--- config.mk ---
export PLATFORM = sky130hd
export DESIGN_NAME = atm_pin_account_unit
export DESIGN_NICKNAME = d
export VERILOG_FILES = /design/src/rtl/atm_pkg.sv /design/src/rtl/atm_account_table.sv /design/src/rtl/atm_pin_account_unit.sv
export SDC_FILE = /design/constraint.sdc
export NUM_CORES = 1
export LEC_CHECK = 0
export CAP_MARGIN = 20
export CORE_ASPECT_RATIO = 1.25
export CORE_MARGIN = 10
export CORE_UTILIZATION = 60
export DETAILED_ROUTE_END_ITERATION = 7
export GPL_TIMING_DRIVEN = 0
export PLACE_DENSITY_LB_ADDON = 0.2
export SYNTH_ARGS = -nofsm -noshare
export SYNTH_HDL_FRONTEND = slang
export SYNTH_HIERARCHICAL = 1
export SYNTH_SLANG_ARGS = --single-unit
--- constraint.sdc ---
create_clock -name clk -period 6.3 [get_ports clk]
set_input_delay 1.26 -clock clk [delete_from_list [all_inputs] [get_ports clk]]
set_output_delay 1.26 -clock clk [all_outputs]
set_load 0.005 [all_outputs]
--- src/rtl/atm_pkg.sv ---
// Shared definitions for the ATM PIN/account stage and the downstream control FSM.
package atm_pkg;

  localparam int BALANCE_W_DEFAULT = 20;
  localparam logic [3:0] BCD_MAX = 4'd9;

  typedef enum logic [2:0] {
    ST_IDLE    = 3'd0,
    ST_COLLECT = 3'd1,
    ST_COMPARE = 3'd2,
    ST_RESULT  = 3'd3,
    ST_SESSION = 3'd4
  } pin_state_t;

  // Transaction codes understood by the control FSM.
  typedef enum logic [1:0] {
    OP_BALANCE  = 2'd0,
    OP_DEPOSIT  = 2'd1,
    OP_WITHDRAW = 2'd2,
    OP_EXIT     = 2'd3
  } atm_op_t;

endpackage

--- src/rtl/atm_account_table.sv ---
// Account table: PIN and balance per entry, one write port, one async read port.
// Fail counters and lock bits exist only when ATM_PIN_LOCKOUT_EN is defined.
module atm_account_table #(
  parameter int balance_width = 20,
  parameter int NUM_ACCOUNTS  = 8,
  parameter int ID_W          = 3,
  parameter int PIN_W         = 16,
  parameter int MAX_FAIL      = 3
) (
  input  logic                     clk,
  input  logic                     rst,
  input  logic                     wr_en,
  input  logic                     wr_pin_en,
  input  logic [ID_W-1:0]          wr_id,
  input  logic [PIN_W-1:0]         wr_pin,
  input  logic [balance_width-1:0] wr_balance,
`ifdef ATM_PIN_LOCKOUT_EN
  input  logic                     fail_upd,
  input  logic                     fail_hit,
  output logic                     rd_locked,
`endif
  input  logic [ID_W-1:0]          rd_id,
  output logic                     rd_in_range,
  output logic [PIN_W-1:0]         rd_pin,
  output logic [balance_width-1:0] rd_balance
);

  if ((1 << ID_W) < NUM_ACCOUNTS) begin : g_bad_id_w
    $error("ID_W too narrow for NUM_ACCOUNTS");
  end
  if (MAX_FAIL < 1) begin : g_bad_max_fail
    $error("MAX_FAIL must be at least 1");
  end

  logic [PIN_W-1:0]         pin_q [NUM_ACCOUNTS];
  logic [balance_width-1:0] bal_q [NUM_ACCOUNTS];
  logic                     wr_in_range;

  assign wr_in_range = {1'b0, wr_id} < (ID_W+1)'(NUM_ACCOUNTS);
  assign rd_in_range = {1'b0, rd_id} < (ID_W+1)'(NUM_ACCOUNTS);
  assign rd_pin      = rd_in_range ? pin_q[rd_id] : '0;
  assign rd_balance  = rd_in_range ? bal_q[rd_id] : '0;

  always_ff @(posedge clk or negedge rst) begin
    if (!rst) begin
      for (int i = 0; i < NUM_ACCOUNTS; i++) begin
        pin_q[i] <= '0;
        bal_q[i] <= '0;
      end
    end else if (wr_en && wr_in_range) begin
      bal_q[wr_id] <= wr_balance;
      if (wr_pin_en) pin_q[wr_id] <= wr_pin;
    end
  end

`ifdef ATM_PIN_LOCKOUT_EN
  localparam int FW = $clog2(MAX_FAIL + 1);
  logic [FW-1:0] fail_q [NUM_ACCOUNTS];
  logic          lock_q [NUM_ACCOUNTS];

  assign rd_locked = rd_in_range ? lock_q[rd_id] : 1'b0;

  // Provisioning unlocks; the counter saturates at MAX_FAIL once locked.
  always_ff @(posedge clk or negedge rst) begin
    if (!rst) begin
      for (int i = 0; i < NUM_ACCOUNTS; i++) begin
        fail_q[i] <= '0;
        lock_q[i] <= 1'b0;
      end
    end else if (wr_en && wr_pin_en && wr_in_range) begin
      fail_q[wr_id] <= '0;
      lock_q[wr_id] <= 1'b0;
    end else if (fail_upd && rd_in_range) begin
      if (fail_hit) begin
        fail_q[rd_id] <= '0;
      end else if (fail_q[rd_id] >= FW'(MAX_FAIL - 1)) begin
        fail_q[rd_id] <= FW'(MAX_FAIL);
        lock_q[rd_id] <= 1'b1;
      end else begin
        fail_q[rd_id] <= fail_q[rd_id] + FW'(1);
      end
    end
  end
`endif

endmodule

--- src/rtl/atm_pin_account_unit.sv ---
// PIN collection/compare stage feeding the ATM control FSM; owns the account table.
// Optional per-account lockout is enabled by defining ATM_PIN_LOCKOUT_EN.
module atm_pin_account_unit
  import atm_pkg::*;
#(
  parameter int balance_width = BALANCE_W_DEFAULT,
  parameter int NUM_ACCOUNTS  = 8,
  parameter int ID_W          = 3,
  parameter int PIN_DIGITS    = 4,
  parameter int MAX_FAIL      = 3
) (
  input  logic                      clk,
  input  logic                      rst,
  input  logic                      card_in,
  input  logic [ID_W-1:0]           card_id,
  input  logic                      card_eject,
  input  logic                      digit_valid,
  input  logic [3:0]                digit,
  input  logic                      bal_wr_en,
  input  logic [balance_width-1:0]  bal_wr_data,
  input  logic                      prog_en,
  input  logic [ID_W-1:0]           prog_id,
  input  logic [4*PIN_DIGITS-1:0]   prog_pin,
  input  logic [balance_width-1:0]  prog_balance,
  output logic                      pin_done,
  output logic                      wrong_psw,
  output logic [balance_width-1:0]  current_balance,
  output logic                      session_active,
  output logic                      busy,
`ifdef ATM_PIN_LOCKOUT_EN
  output logic                      account_locked,
`endif
  output logic [2:0]                fsm_state
);

  localparam int PIN_W = 4 * PIN_DIGITS;
  localparam int CNT_W = $clog2(PIN_DIGITS + 1);

  pin_state_t                state, state_next;
  logic [ID_W-1:0]           cur_id;
  logic [PIN_W-1:0]          shift_q;
  logic [CNT_W-1:0]          cnt_q;
  logic                      bad_q;
  logic                      load_pending;
  logic                      eject_now;
  logic                      accept_card;
  logic                      mismatch;
  logic                      tbl_wr_en;
  logic                      rd_in_range;
  logic [PIN_W-1:0]          rd_pin;
  logic [balance_width-1:0]  rd_balance;
  logic                      locked_now;

  assign eject_now   = card_eject && (state != ST_IDLE);
  assign accept_card = card_in && (state == ST_IDLE);
  assign tbl_wr_en   = ((state == ST_IDLE) && prog_en) || ((state == ST_SESSION) && bal_wr_en);

  atm_account_table #(
    .balance_width(balance_width),
    .NUM_ACCOUNTS (NUM_ACCOUNTS),
    .ID_W         (ID_W),
    .PIN_W        (PIN_W),
    .MAX_FAIL     (MAX_FAIL)
  ) u_table (
    .clk        (clk),
    .rst        (rst),
    .wr_en      (tbl_wr_en),
    .wr_pin_en  (state == ST_IDLE),
    .wr_id      ((state == ST_IDLE) ? prog_id : cur_id),
    .wr_pin     (prog_pin),
    .wr_balance ((state == ST_IDLE) ? prog_balance : bal_wr_data),
`ifdef ATM_PIN_LOCKOUT_EN
    .fail_upd   ((state == ST_COMPARE) && !eject_now),
    .fail_hit   (!mismatch),
    .rd_locked  (locked_now),
`endif
    .rd_id      (cur_id),
    .rd_in_range(rd_in_range),
    .rd_pin     (rd_pin),
    .rd_balance (rd_balance)
  );

`ifdef ATM_PIN_LOCKOUT_EN
  assign account_locked = (state != ST_IDLE) && locked_now;
`else
  assign locked_now = 1'b0;
`endif

  assign mismatch       = bad_q || !rd_in_range || (shift_q != rd_pin) || locked_now;
  assign session_active = (state == ST_SESSION);
  assign busy           = (state != ST_IDLE);
  assign fsm_state      = state;

  always_ff @(posedge clk or negedge rst) begin
    if (!rst) state <= ST_IDLE;
    else      state <= state_next;
  end

  always_comb begin
    state_next = state;
    case (state)
      ST_IDLE:    if (card_in) state_next = ST_COLLECT;
      ST_COLLECT: if (digit_valid && (cnt_q == CNT_W'(PIN_DIGITS - 1))) state_next = ST_COMPARE;
      ST_COMPARE: state_next = ST_RESULT;
      ST_RESULT:  state_next = wrong_psw ? ST_COLLECT : ST_SESSION;
      ST_SESSION: state_next = ST_SESSION;
      default:    state_next = ST_IDLE;
    endcase
    if (eject_now) state_next = ST_IDLE;
  end

  // The table write for a commit lands on the same edge as the eject, so
  // clearing current_balance here loses nothing.
  always_ff @(posedge clk or negedge rst) begin
    if (!rst) begin
      cur_id          <= '0;
      shift_q         <= '0;
      cnt_q           <= '0;
      bad_q           <= 1'b0;
      load_pending    <= 1'b0;
      pin_done        <= 1'b0;
      wrong_psw       <= 1'b0;
      current_balance <= '0;
    end else begin
      pin_done     <= 1'b0;
      load_pending <= accept_card;
      if (accept_card) cur_id <= card_id;
      if (eject_now) begin
        shift_q         <= '0;
        cnt_q           <= '0;
        bad_q           <= 1'b0;
        wrong_psw       <= 1'b0;
        current_balance <= '0;
      end else begin
        case (state)
          ST_COLLECT: if (digit_valid) begin
            shift_q <= {shift_q[PIN_W-5:0], digit};
            cnt_q   <= cnt_q + CNT_W'(1);
            if (digit > BCD_MAX) bad_q <= 1'b1;
          end
          ST_COMPARE: begin
            pin_done  <= 1'b1;
            wrong_psw <= mismatch;
          end
          ST_RESULT: begin
            shift_q <= '0;
            cnt_q   <= '0;
            bad_q   <= 1'b0;
          end
          default: ;
        endcase
        if (load_pending)                             current_balance <= rd_balance;
        else if ((state == ST_SESSION) && bal_wr_en)  current_balance <= bal_wr_data;
      end
    end
  end

endmodule

# After elaboration in Yosys (flattened, before gate mapping)
# Cells that the tools add are included.
# totals
word_cells	95
input_bits	73
ff_bits	337
output_inout_bits	27
# op_classes
mux	36
add_sub_neg	1
n_eq_ne	10
n_bitwise	2
order_cmp	4
n_reduce_logical	17
# op_table
op	n
bitwise mux 160 bit	1
two-way mux 20 bit	7
bitwise mux 128 bit	1
two-way mux 16 bit	5
binary-select mux 20 bit (select 3 bit)	1
demux 20 bit (select 3 bit)	1
binary-select mux 16 bit (select 3 bit)	1
demux 16 bit (select 3 bit)	1
one-hot mux 16 bit (2 select lines)	1
two-way mux 3 bit	7
!= test 16 bit	1
one-hot mux 3 bit (5 select lines)	1
!= test 3 bit, second input constant	4
equality test 3 x 2 -> 1 bit, second input constant	3
nonzero test 3 bit	3
greater-or-equal comparator 4 bit, second input constant	2
inverter 3 -> 4 bit	2
two-way mux 1 bit	7
logical AND 1 bit	6
one-hot mux 3 bit (2 select lines)	1
AND reduction 2 bit	3
> comparator 4 bit, second input constant	1
less-than comparator 4 x 1 -> 1 bit, second input constant	1
adder 3 x 1 -> 3 bit, second input constant	1
7 further kinds	8

# Longest topological paths before layout
# Gate-level depths: netlist of run 1.
# depth
word_depth	8
ltp_mapped	10
mapped_depth_nobuf	6

# Hierarchy
# Netlist of run 1, hierarchy kept.
# by_module_without_submodules
mod	cells_each	seq_area_each_um2	n_inst	area_each_um2
atm_account_table	755	7206.9	1	12961.2
atm_pin_account_unit	237	1226.2	1	2810.2

# Least setup slack after synthesis of run 1
# OpenSTA, ideal clock, no wires.
# synth_timing
kind	input-to-reg
startpoint	input prog_id[0]
endpoint	register u_table/pin_q[117] (netlist name)
setup_ps	125
path_buffers	2
path_stages	6
required_time_ps	6175
setup_slack_ps	3469
t_arrival_ps	2706
path_cell_list	mux2_2 -> nand3b_2 -> or3_1 -> buf_6 -> buf_12 -> mux2_4
# synth_between
elab_chain_cells	7
word_cells_on_any_way	8
classes_between	order compare (2); mux (4); bitwise (1); reduce/logical (1)
# synth_lines
element	line_no	rtl
start, declared	atm_pin_account_unit.sv:22	input logic [ID_W-1:0] prog_id,
two-way mux 3 bit (*)	atm_pin_account_unit.sv:69	.wr_id ((state == ST_IDLE) ? prog_id : cur_id),
inverter 3 -> 4 bit (not written as such) (*)	atm_account_table.sv:52	if (wr_pin_en) pin_q[wr_id] <= wr_pin;
greater-or-equal comparator 4 bit (not written as such) or less-than comparator 4 x 1 -> 1 bit (tied branches)	atm_account_table.sv:52	
logical AND 1 bit (not written as such)	atm_account_table.sv:52	
two-way mux 16 bit (not written as such)	atm_account_table.sv:52	
demux 16 bit (select 3 bit) (*)	atm_account_table.sv:52	
bitwise mux 128 bit (*)	atm_account_table.sv:52	
end signal, assigned by index	atm_account_table.sv:52	
end, declared	atm_account_table.sv:35	logic [PIN_W-1:0] pin_q [NUM_ACCOUNTS];
# Mark *: on every way between the ends. The rest lies on a longest branch, timed or not.
# A chain may end at the register's enable or synchronous reset.

# Worst setup path in the final report of run 1
# layout_timing
startpoint	register state[1] (netlist: fsm_state[1])
endpoint	output busy
# layout_between
elab_chain_cells	1
# layout_lines
element	line_no	rtl
start, declared	atm_pin_account_unit.sv:39	pin_state_t state, state_next;
start signal, assigned	atm_pin_account_unit.sv:96	else state <= state_next;
nonzero test 3 bit	atm_pin_account_unit.sv:91	assign busy = (state != ST_IDLE);
end, declared	atm_pin_account_unit.sv:29	output logic busy,
# Every way passes these cells.

==> results.txt, run 1 <==
- Status: completed
- During synthesis, Yosys emitted a total of 6 warnings.
* Power Density: 458.1 nW/µm²
- The floorplan step set the die height to 201.3 µm.
- The via count of the first global-routing pass was 10,020.
- Setup Slack @ Placement: 2.567 ns
- The number of antenna violations at the first check in global routing came to 1.
* Maximum fanout encountered on the critical timing path: 11
* Clock root buffer: clkbuf_16
- After routing the design area is 18,400 µm².
- Maximum vdd ir drop: 0.0003115 V
- STA classifies the critical path endpoint as a primary output.
- After synthesis, the largest family of logic cells by area is multiplexers.
* Global-route wire length before repair: 56,080 µm
- In the finished design, the share of the clock period the worst path needs comes to 57.53%.
* Final Slew Violations: 0
* Clk slew on worst S/H paths: 0.06 ns
- Compared with the post-synthesis result, the final layout area differs by 16.64%.
* Net count after synthesis: 1,067
- Maximum number of pins on one net before global-route repair: 125
- Number of buffers on the longest clock path: 3
- Data arrival time at the worst-slack endpoint: 2.36 ns
- Fill cells in the final layout number 1,793.
* Flop and latch count out of synthesis: 337
- Global routing consumed, over all layers together, 21.44% of the routing resources.
* Number of standard cells after synthesis: 992
* Clock sink count: 337
- PostCTS Resize Cnt: 0
- Synth Area in XOR/XNOR: 0.8885%
- The die is 165.0 µm wide.
- CP Data Required Time: 5.04 ns
* Number of buffers added on ports: 98
- Cells fill 70.94% of the core in the end.
- The later pin in the worst-skew pair is clocked with a latency of 0.52 ns.
- Number of buffers inserted by hold repair at cts: 0
- The largest single stage delay on the critical path is 0.45 ns.
* Beginning of the worst register-to-register path: fsm_state[1]$_DFFE_PN0P_
* Count of routing violations after the opening detailed-route iteration: 519
- Worst setup SP type: flop
- Routability-driven placement finished with a final weighted congestion of 0.8016.
* Hold WS: 0.4830 ns
- The final number of hold-violating endpoints came to 0.
- The final layout contains routed wiring with a total length of 34,940 µm.
* Dpl hpwl: 23,050 µm
- Per-instance average area after synthesis: 15.90 µm²
- In the final layout, the share of cells above drive strength 1 is 49.22%.
* Share of synthesized area occupied by flip-flops and latches: 53.47%
- Kind of path behind the tightest hold check: flop to flop
- The die covers 33,210 µm².
- Worst setup skew after layout: 0.01601 ns
* Std-Cell Rows: 66
* Worst Max-Slew Pin Slew: 0.9094 ns
- Share of the synthesized area in compound gates (AO/OA/AOI/OAI): 3.380%
- Fin worst setup slack: 2.676 ns
* Footprint of the flip-flops and latches: 8433 µm²
- Beginning of the worst hold path: bad_q$_DFFE_PN0P_
- CTS tree: yes
- Counting the buffers created by CTS gives 35.
- Number of violations of the max-capacitance limit: 0
* Net count reported at finish: 1,204
- Fraction of synthesized area in multiplexers: 37.02%
- Most frequent cell on the critical path: buf_4
- In the final routed layout, each cell accounts on average for 23.34 µm.
- On the critical path, the stage with the largest delay is an instance of clkdlybuf4s50_1.
* First-pass DRT Iterations: 5
- Vias: 9,049
- Remaining design rule violation count: 0
* Residual overflow from global routing: 0
- Derived from the worst setup path, the maximum achievable clock frequency is 0.2759 GHz.
* Total Power: 8.427 mW
* Number of nets with antenna violations after detailed routing: 0
- Setup violations remaining at the end of the flow were counted as 0.
* Buffer count from post-CTS setup fixing: 0
- Multi-input gate area: 6925 µm²
- Adder-Cell Fraction of Synth Area: 0.1587%
* Depth of the CTS H-tree: 2
* Cell area after technology mapping: 15,770 µm²
- The floorplan step defined a core boundary enclosing 25,930 µm².
* Number of distinct library cells after synthesis: 49
- Rel. slew slack: 39.37%
- In this run the static leakage power is 7.920 nW.
- The synthesized netlist devotes 2.443% of its cell area to simple gates.
- Cell breakdown of the critical path: buf_6 -> nor3_2 -> buf_4 -> buf_4 -> inv_1 -> clkdlybuf4s50_1
- The worst setup path is of the flop to primary output kind.
* Critical Path Source: fsm_state[1]$_DFFE_PN0P_
- Using the TritonRoute via totals, the vias-per-cell ratio works out to 6.045.
- The routed design could run at a clock period as short as 3.624 ns.
- After detailed placement, the total cell area comes to 17,240 µm².
- The initial utilization of the core area, before any placement, comes to 60.82%.
* Ports placed on the boundary: 100
- Setup repair after global routing missed its margin: no
[routing by layer]
layer | up-vias | part of all wire, % | GRT usage (%)
met4 | 0 | 1.9 | 5.672
li1 | 3978 | - | -
met2 | 241 | 52 | 36.29
met5 | - | 0 | 0
met3 | 45 | 5.7 | 3.595
met1 | 4785 | 41 | 27.90
[state kept, by name, indices dropped and copies added (netlist names)]
register,cells
u_table/bal_q,160
u_table/pin_q,128
current_balance,20
shift_q,16
cnt_q,3
cur_id,3
fsm_state,3
bad_q,1
load_pending,1
pin_done,1
wrong_psw,1
[cell usage in the layout, fill, tap and decap left out, drive strengths merged, types with 3 or more instances in the layout]
master	n
dfrtp	337
nand3	4
mux2i	20
a211oi	20
mux4	72
clkbuf	61
clkinv	9
nor2	33
nor2b	4
a22o	18
nor3	4
bufinv	3
mux2	350
nand4	4
nand2b	5
nand2	7
inv	8
clkdlybuf4s50	97
xnor2	16
buf	55
o21ai	4
or2	3
[logic make-up (layout without fill, tap and decap cells)]
kind of cell	after synthesis	count (layout)
multiplexers	442	442
flip-flops	337	337
AND/OR/NAND/NOR	71	71
buffers and inverters	69	233
AO/OA/AOI/OAI	54	54
XOR/XNOR	16	16
adder cells (fa/ha/maj)	2	2
other	1	2
[through the flow]
stage	std cells	TNS [ns]
2_1_floorplan	992	0
3_3_place_gp	1430	-3534.72
3_5_place_dp	1432	0
4_1_cts	1496	0
5_1_grt	1497	0
6_report	1497	0
[critical path, delay by kind of cell, from the launching register on]
| family | cells | cell delay (ns) |
|---|---|---|
| flip-flops | 1 | 0.42 |
| buffers and inverters | 5 | 1.25 |
| AND/OR/NAND/NOR | 1 | 0.17 |
[final cells by class]
class                      count  area share, %
inverter                       4        0.08162
clock inverter                16         0.9250
multi-input combinational    586          37.65
buffer                        65          2.163
tap                          340          2.313
timing repair buffer         100          5.659
sequential                   337          45.84
clock buffer                  48          5.353
antenna                        1        0.01360
[final timing paths]
path                       depth (start not counted)  slack (ns)                        endpoint
max                                                6        2.68                            busy
min                                                2        0.48               bad_q$_DFFE_PN0P_
max reg2reg                                        9        2.99   u_table/pin_q[29]$_DFFE_PN0P_
min reg2reg                                        2        0.48               bad_q$_DFFE_PN0P_
max in group asynchronous                          3        3.93   u_table/pin_q[64]$_DFFE_PN0P_
min in group asynchronous                          1        0.83  u_table/bal_q[128]$_DFFE_PN0P_
[cell usage after synthesis (all sizes together)]
| cell type | count | area [µm²] |
|---|---|---|
| o31ai | 1 | 7.510 |
| a21oi | 2 | 10.01 |
| clkbuf | 13 | 48.80 |
| nand2b | 5 | 33.78 |
| inv | 4 | 15.01 |
| nor3b | 1 | 18.77 |
| mux4 | 72 | 1622 |
| nor2 | 33 | 138.9 |
| nand3 | 4 | 25.02 |
| nand4 | 4 | 25.02 |
| buf | 52 | 349.1 |
| or2 | 3 | 18.77 |
| a21o | 1 | 15.01 |
| mux2i | 20 | 200.2 |
| and2 | 1 | 6.260 |
| a31oi | 2 | 12.51 |
| or3 | 2 | 12.51 |
| o21ba | 1 | 10.01 |
| nand2 | 7 | 28.78 |
| a221oi | 1 | 8.760 |
| nor2b | 4 | 27.53 |
| dfrtp | 337 | 8433 |
| o211ai | 1 | 7.510 |
| and3 | 1 | 6.260 |
| o21ai | 4 | 20.02 |
| a22o | 18 | 157.7 |
| ha | 2 | 25.02 |
| xnor2 | 16 | 140.1 |
| o22ai | 2 | 26.28 |
| mux2 | 350 | 4016 |
| o21a | 1 | 7.510 |
| conb | 1 | 3.750 |
| nand3b | 2 | 18.77 |
| a211oi | 20 | 250.2 |
| nor3 | 4 | 25.02 |
[power by group]
group          internal, mW  switching (mW)  total, mW
clock network          1.23           0.852       2.08
logic                  1.73            1.02       2.75
registers              3.12           0.475       3.60
total                  6.08            2.35       8.43
Power figures use the tool's default switching activity.
==> inputs of run 2 (changes only) <==
Clock period 6.3 ns to 3.41 ns, I/O delays scaled along.
==> results of run 2 <==
Same layout as run 1 (identical final DEF). Status: completed.
Main changes from that run: setup slack after placement 2.567 ns -> 0.09865 ns; setup slack after layout 2.676 ns -> 0.1004 ns; hold slack 0.4830 ns -> 0.2516 ns; end point of the critical path busy -> u_table/pin_q[29]$_DFFE_PN0P_; register-to-register setup slack 2.99 ns -> 0.10 ns; total power 8.427 mW -> 15.57 mW; worst IR drop on VDD 0.0003115 V -> 0.0005755 V
==> inputs of run 3 (changes only) <==
Settings changed: REMOVE_ABC_BUFFERS set to 1.
==> run 3 against run 2 <==
  * Power up 0.27%
  * Register-to-register slack better by 0.098 ns
  * Largest cell class unchanged
  * Clock power up 1%
  * Worst hold slack worse by 0.14 ns
  * Global-route usage down 1.2 points
  * Maximum frequency up 3.0%
  * Sequential cell count unchanged
  * Combinational power down 3%
  * Utilization up 0.70 points
  * Wire length down 5.0%
==> results.txt, run 3 (synthesis results as in run 1) <==
* Rel. slew slack: 33.43% (was 39.37%)
* First-pass DRT Iterations: 4 (was 5)
- Setup repair after global routing missed its margin: no (unchanged).
- The share of total power in sequential cells is 43.5% (was 42.7%).
* Worst-case register-to-register setup slack: 0.20 ns (was 0.10 ns)
- The detail-routed via count per cell was 6.052 (was 6.045).
* Net count reported at finish: 1,164 (was 1,204)
* Vias in the first global route: 9,606 (was 10,020)
- The detailed router's first-iteration violation count is 375 (was 519).
- The least setup slack across all paths after layout came to 0.1980 ns (was 0.1004 ns).
* Number of cells traversed by the worst register-to-register path: 7 (was 9)
* Post-Layout Cell Count: 1,454 (was 1,497)
- Most common cell after layout, fill and taps aside: dfrtp_1 (unchanged)
- Worst setup skew after layout: 0.01004 ns (was 0.01601 ns)
* Combined global-route utilization of all metal layers: 20.21% (was 21.44%)
* Critical Path Source: fsm_state[0]$_DFFE_PN0P_ (was fsm_state[1]$_DFFE_PN0P_)
- The number of antenna violations at the first check in global routing came to 2 (was 1).
- Startpoint-to-endpoint class of the critical path: flop to flop (unchanged)
- Commonest non-fill, non-tap cells in the layout: dfrtp_1, mux2_2, clkdlybuf4s50_1 (unchanged).
- The power density over cell area is 840.2 nW/µm² (was 846.3 nW/µm²).
- Std-Cell Rows: 66 (unchanged)
- The type of the worst min-delay path was input port to async pin (unchanged).
* Cell count after placement: 1,384 (was 1,432)
- The largest register by flop count is u_table/bal_q (unchanged).
- Wire length after detailed routing: 33,210 µm (was 34,940 µm)
- The kind of start point of the critical path is a flop (unchanged).
- Kind of capture point of the worst setup path: flop (unchanged)
- The accumulated negative setup slack came to 0 ns (unchanged).
* Final standard cell area without fillers: 18,580 µm² (was 18,400 µm²)
- Floorplan die width: 165.0 µm (unchanged)
- Switching part of the total power: 26.99% (was 27.83%)
* Clock sink count: 337 (unchanged)
- Met1 WL: 14,230 µm (was 14,280 µm)
- The worst IR drop on VDD was 0.0004767 V (was 0.0005755 V).
- CTS tree: yes (unchanged)
- The clock root buffer was clkbuf_16 (unchanged).
- The final number of hold-violating endpoints was 0 (unchanged).
- The fraction of final layout cells sized beyond drive strength 1 came to 49.28% (was 49.22%).
- Number of buffers created by CTS: 36 (was 35)
* Length of routed met3 wiring: 1328 µm (was 2000 µm)
* Residual overflow from global routing: 0 (unchanged)
- The total via count after detailed routing was 8,799 (was 9,049).
* Portion of total power attributed to the clock network: 24.9% (was 24.7%)
- Lkg Pwr: 7.913 nW (was 7.920 nW)
- Maximum number of pins on one net before global-route repair: 96 (was 125)
- Depth of the CTS H-tree: 2 (unchanged)
* Worst Max-Slew Pin Slew: 0.9932 ns (was 0.9094 ns)
* Ports placed on the boundary: 100 (unchanged)
* Flip-flop count of the largest register after layout: 160 (unchanged)
* Global-route wire length before repair: 53,410 µm (was 56,080 µm)
* CP Data Required Time: 3.80 ns (about the same)
- The final setup violation count is 0 (unchanged).
* Starting density of the core: 60.82% (unchanged)
* Number of fill cells: 1,707 (was 1,793)
* Biggest regs: u_table/bal_q x160, u_table/pin_q x128, current_balance x20 (unchanged)
* Post-route minimum period: 3.212 ns (was 3.310 ns)
* Capturing point of the worst reg2reg path: u_table/bal_q[132]$_DFFE_PN0P_ (was u_table/pin_q[29]$_DFFE_PN0P_)
* Setup crit end: u_table/bal_q[132]$_DFFE_PN0P_ (was u_table/pin_q[29]$_DFFE_PN0P_)
- Dpl hpwl: 20,740 µm (was 23,050 µm)
- Count of antenna diodes in the layout: 0 (was 1)
* Data arrival time at the worst-slack endpoint: 3.60 ns (was 3.70 ns)
- Highest layer used for signal routing: met5 (was met4)
- The pre-CTS setup slack came to -0.3184 ns (was 0.09865 ns).
- Insertion delay of the later-clocked pin in the worst-skew pair: 0.51 ns (was 0.52 ns)
- The global placement routability congestion came to 0.7760 (was 0.8016).
- The remaining routing DRC violations is 0 (unchanged).
* Full die area: 33,210 µm² (unchanged)
* Maximum fanout encountered on the critical timing path: 13 (was 11)
- Area of the core region: 25,930 µm² (unchanged)
* Area growth from synthesis to final layout: 17.79% (was 16.64%)
- Number of violations of the max-capacitance limit: 0 (unchanged)
- The fraction of power consumed by combinational cells came to 31.6% (was 32.6%).
- Total Power: 15.61 mW (was 15.57 mW)
- The vertical die dimension came to 201.3 µm (unchanged).
* Clk slew on worst S/H paths: 0.06 ns (about the same)
* Top achievable clock speed: 0.3113 GHz (was 0.3021 GHz)
- Routed wire length per instance: 22.84 µm (was 23.34 µm)
* Beginning of the worst register-to-register path: fsm_state[0]$_DFFE_PN0P_ (was fsm_state[1]$_DFFE_PN0P_)
* Number of nets with antenna violations after detailed routing: 0 (unchanged)
- The cell internal power dissipation came to 11.40 mW (was 11.24 mW).
* Number of buffers on the longest clock path: 3 (unchanged)
- The switching power was 4.213 mW (was 4.333 mW).
- Status: completed (unchanged)
- The number of buffers added on ports was 99 (was 98).
* Final Slew Violations: 0 (unchanged)
- Share of the clock period used by the worst path: 94.19% (was 97.06%)
- The placed standard-cell area is 17,250 µm² (was 17,240 µm²).
- Number of buffers inserted by hold repair at cts: 0 (unchanged)
* Met2 routed WL: 17,030 µm (was 18,010 µm)
==> run 3: cell count changes in the layout (fill, tap and decap cells not counted), moves of 3 or more <==
| cell | previous run | this run |
|---|---|---|
| buf_1 | 3 | 0 |
| dfrtp_1 | 337 | 334 |
| inv_6 | 4 | 0 |
| buf_6 | 6 | 3 |
| buf_16 | 2 | 15 |
| nor2_4 | 0 | 3 |
| buf_2 | 31 | 0 |
| buf_4 | 10 | 3 |
| clkbuf_1 | 20 | 8 |
==> run 3: layer usage <==
metal / GRT usage (%) / vias up
met4: 4.373 / 4
met3: 3.595 / 47
met1: 26.75 / 4712
li1: - / 3898
met5: 0 / -
met2: 34.00 / 138
==> run 3: what timing repair did <==
item | 4_1_cts | 5_1_grt
resized for setup | 3 | 0
endpoints found under the setup margin | 141 | 0
buffers inserted | 4 | 0
==> run 3: how the worst min path moves through the flow <==
| stage | endpoint | slack, ns | depth (start not counted) |
|---|---|---|---|
| global route | current_balance[4]$_DFFE_PN0P_ | 0.15 | 1 |
| detailed placement | bad_q$_DFFE_PN0P_ | 0.46 | 2 |
| finish | current_balance[4]$_DFFE_PN0P_ | 0.11 | 1 |
| global placement | bad_q$_DFFE_PN0P_ | 0.45 | 2 |
| CTS | current_balance[4]$_DFFE_PN0P_ | 0.12 | 1 |
| floorplan | bad_q$_DFFE_PN0P_ | 0.39 | 0 |
==> run 3: per-stage QoR <==
step                      utilization [%]  hold slack, ns
after CTS                           71.33          0.1207
after global routing                71.65          0.1467
after floorplan                         -          0.3864
after detailed placement            66.51          0.4576
after global placement              64.75          0.4486
final                               71.65          0.1120
==> run 3: worst max-delay path: stages (launching register included) <==
cell and delay [ns]:
dfrtp_1 0.58, nor3b_4 0.47, a22o_1 0.35, nand2_1 0.15, nor3_2 0.77, buf_6 0.26
buf_6 0.16, mux2_2 0.34
==> run 3: power groups by stage <==
stage	clock network, mW	registers [mW]	logic, mW
floorplan	0	6.60	3.72
global placement	0	6.95	4.61
detailed placement	0	6.82	4.92
CTS	3.98	6.78	4.98
global route	4.13	7.01	5.30
finish	3.89	6.78	4.93
==> run 3: area by class of cell <==
cell class | count | area (µm²) | area share [%]
Clock buffer | 53 | 1066 | 5.738
Multi-Input combinational cell | 586 | 6969 | 37.51
Tap cell | 340 | 425.4 | 2.290
Sequential cell | 337 | 8442 | 45.44
Inverter | 4 | 15.01 | 0.08082
Clock inverter | 10 | 125.1 | 0.6735
Timing Repair Buffer | 124 | 1535 | 8.264
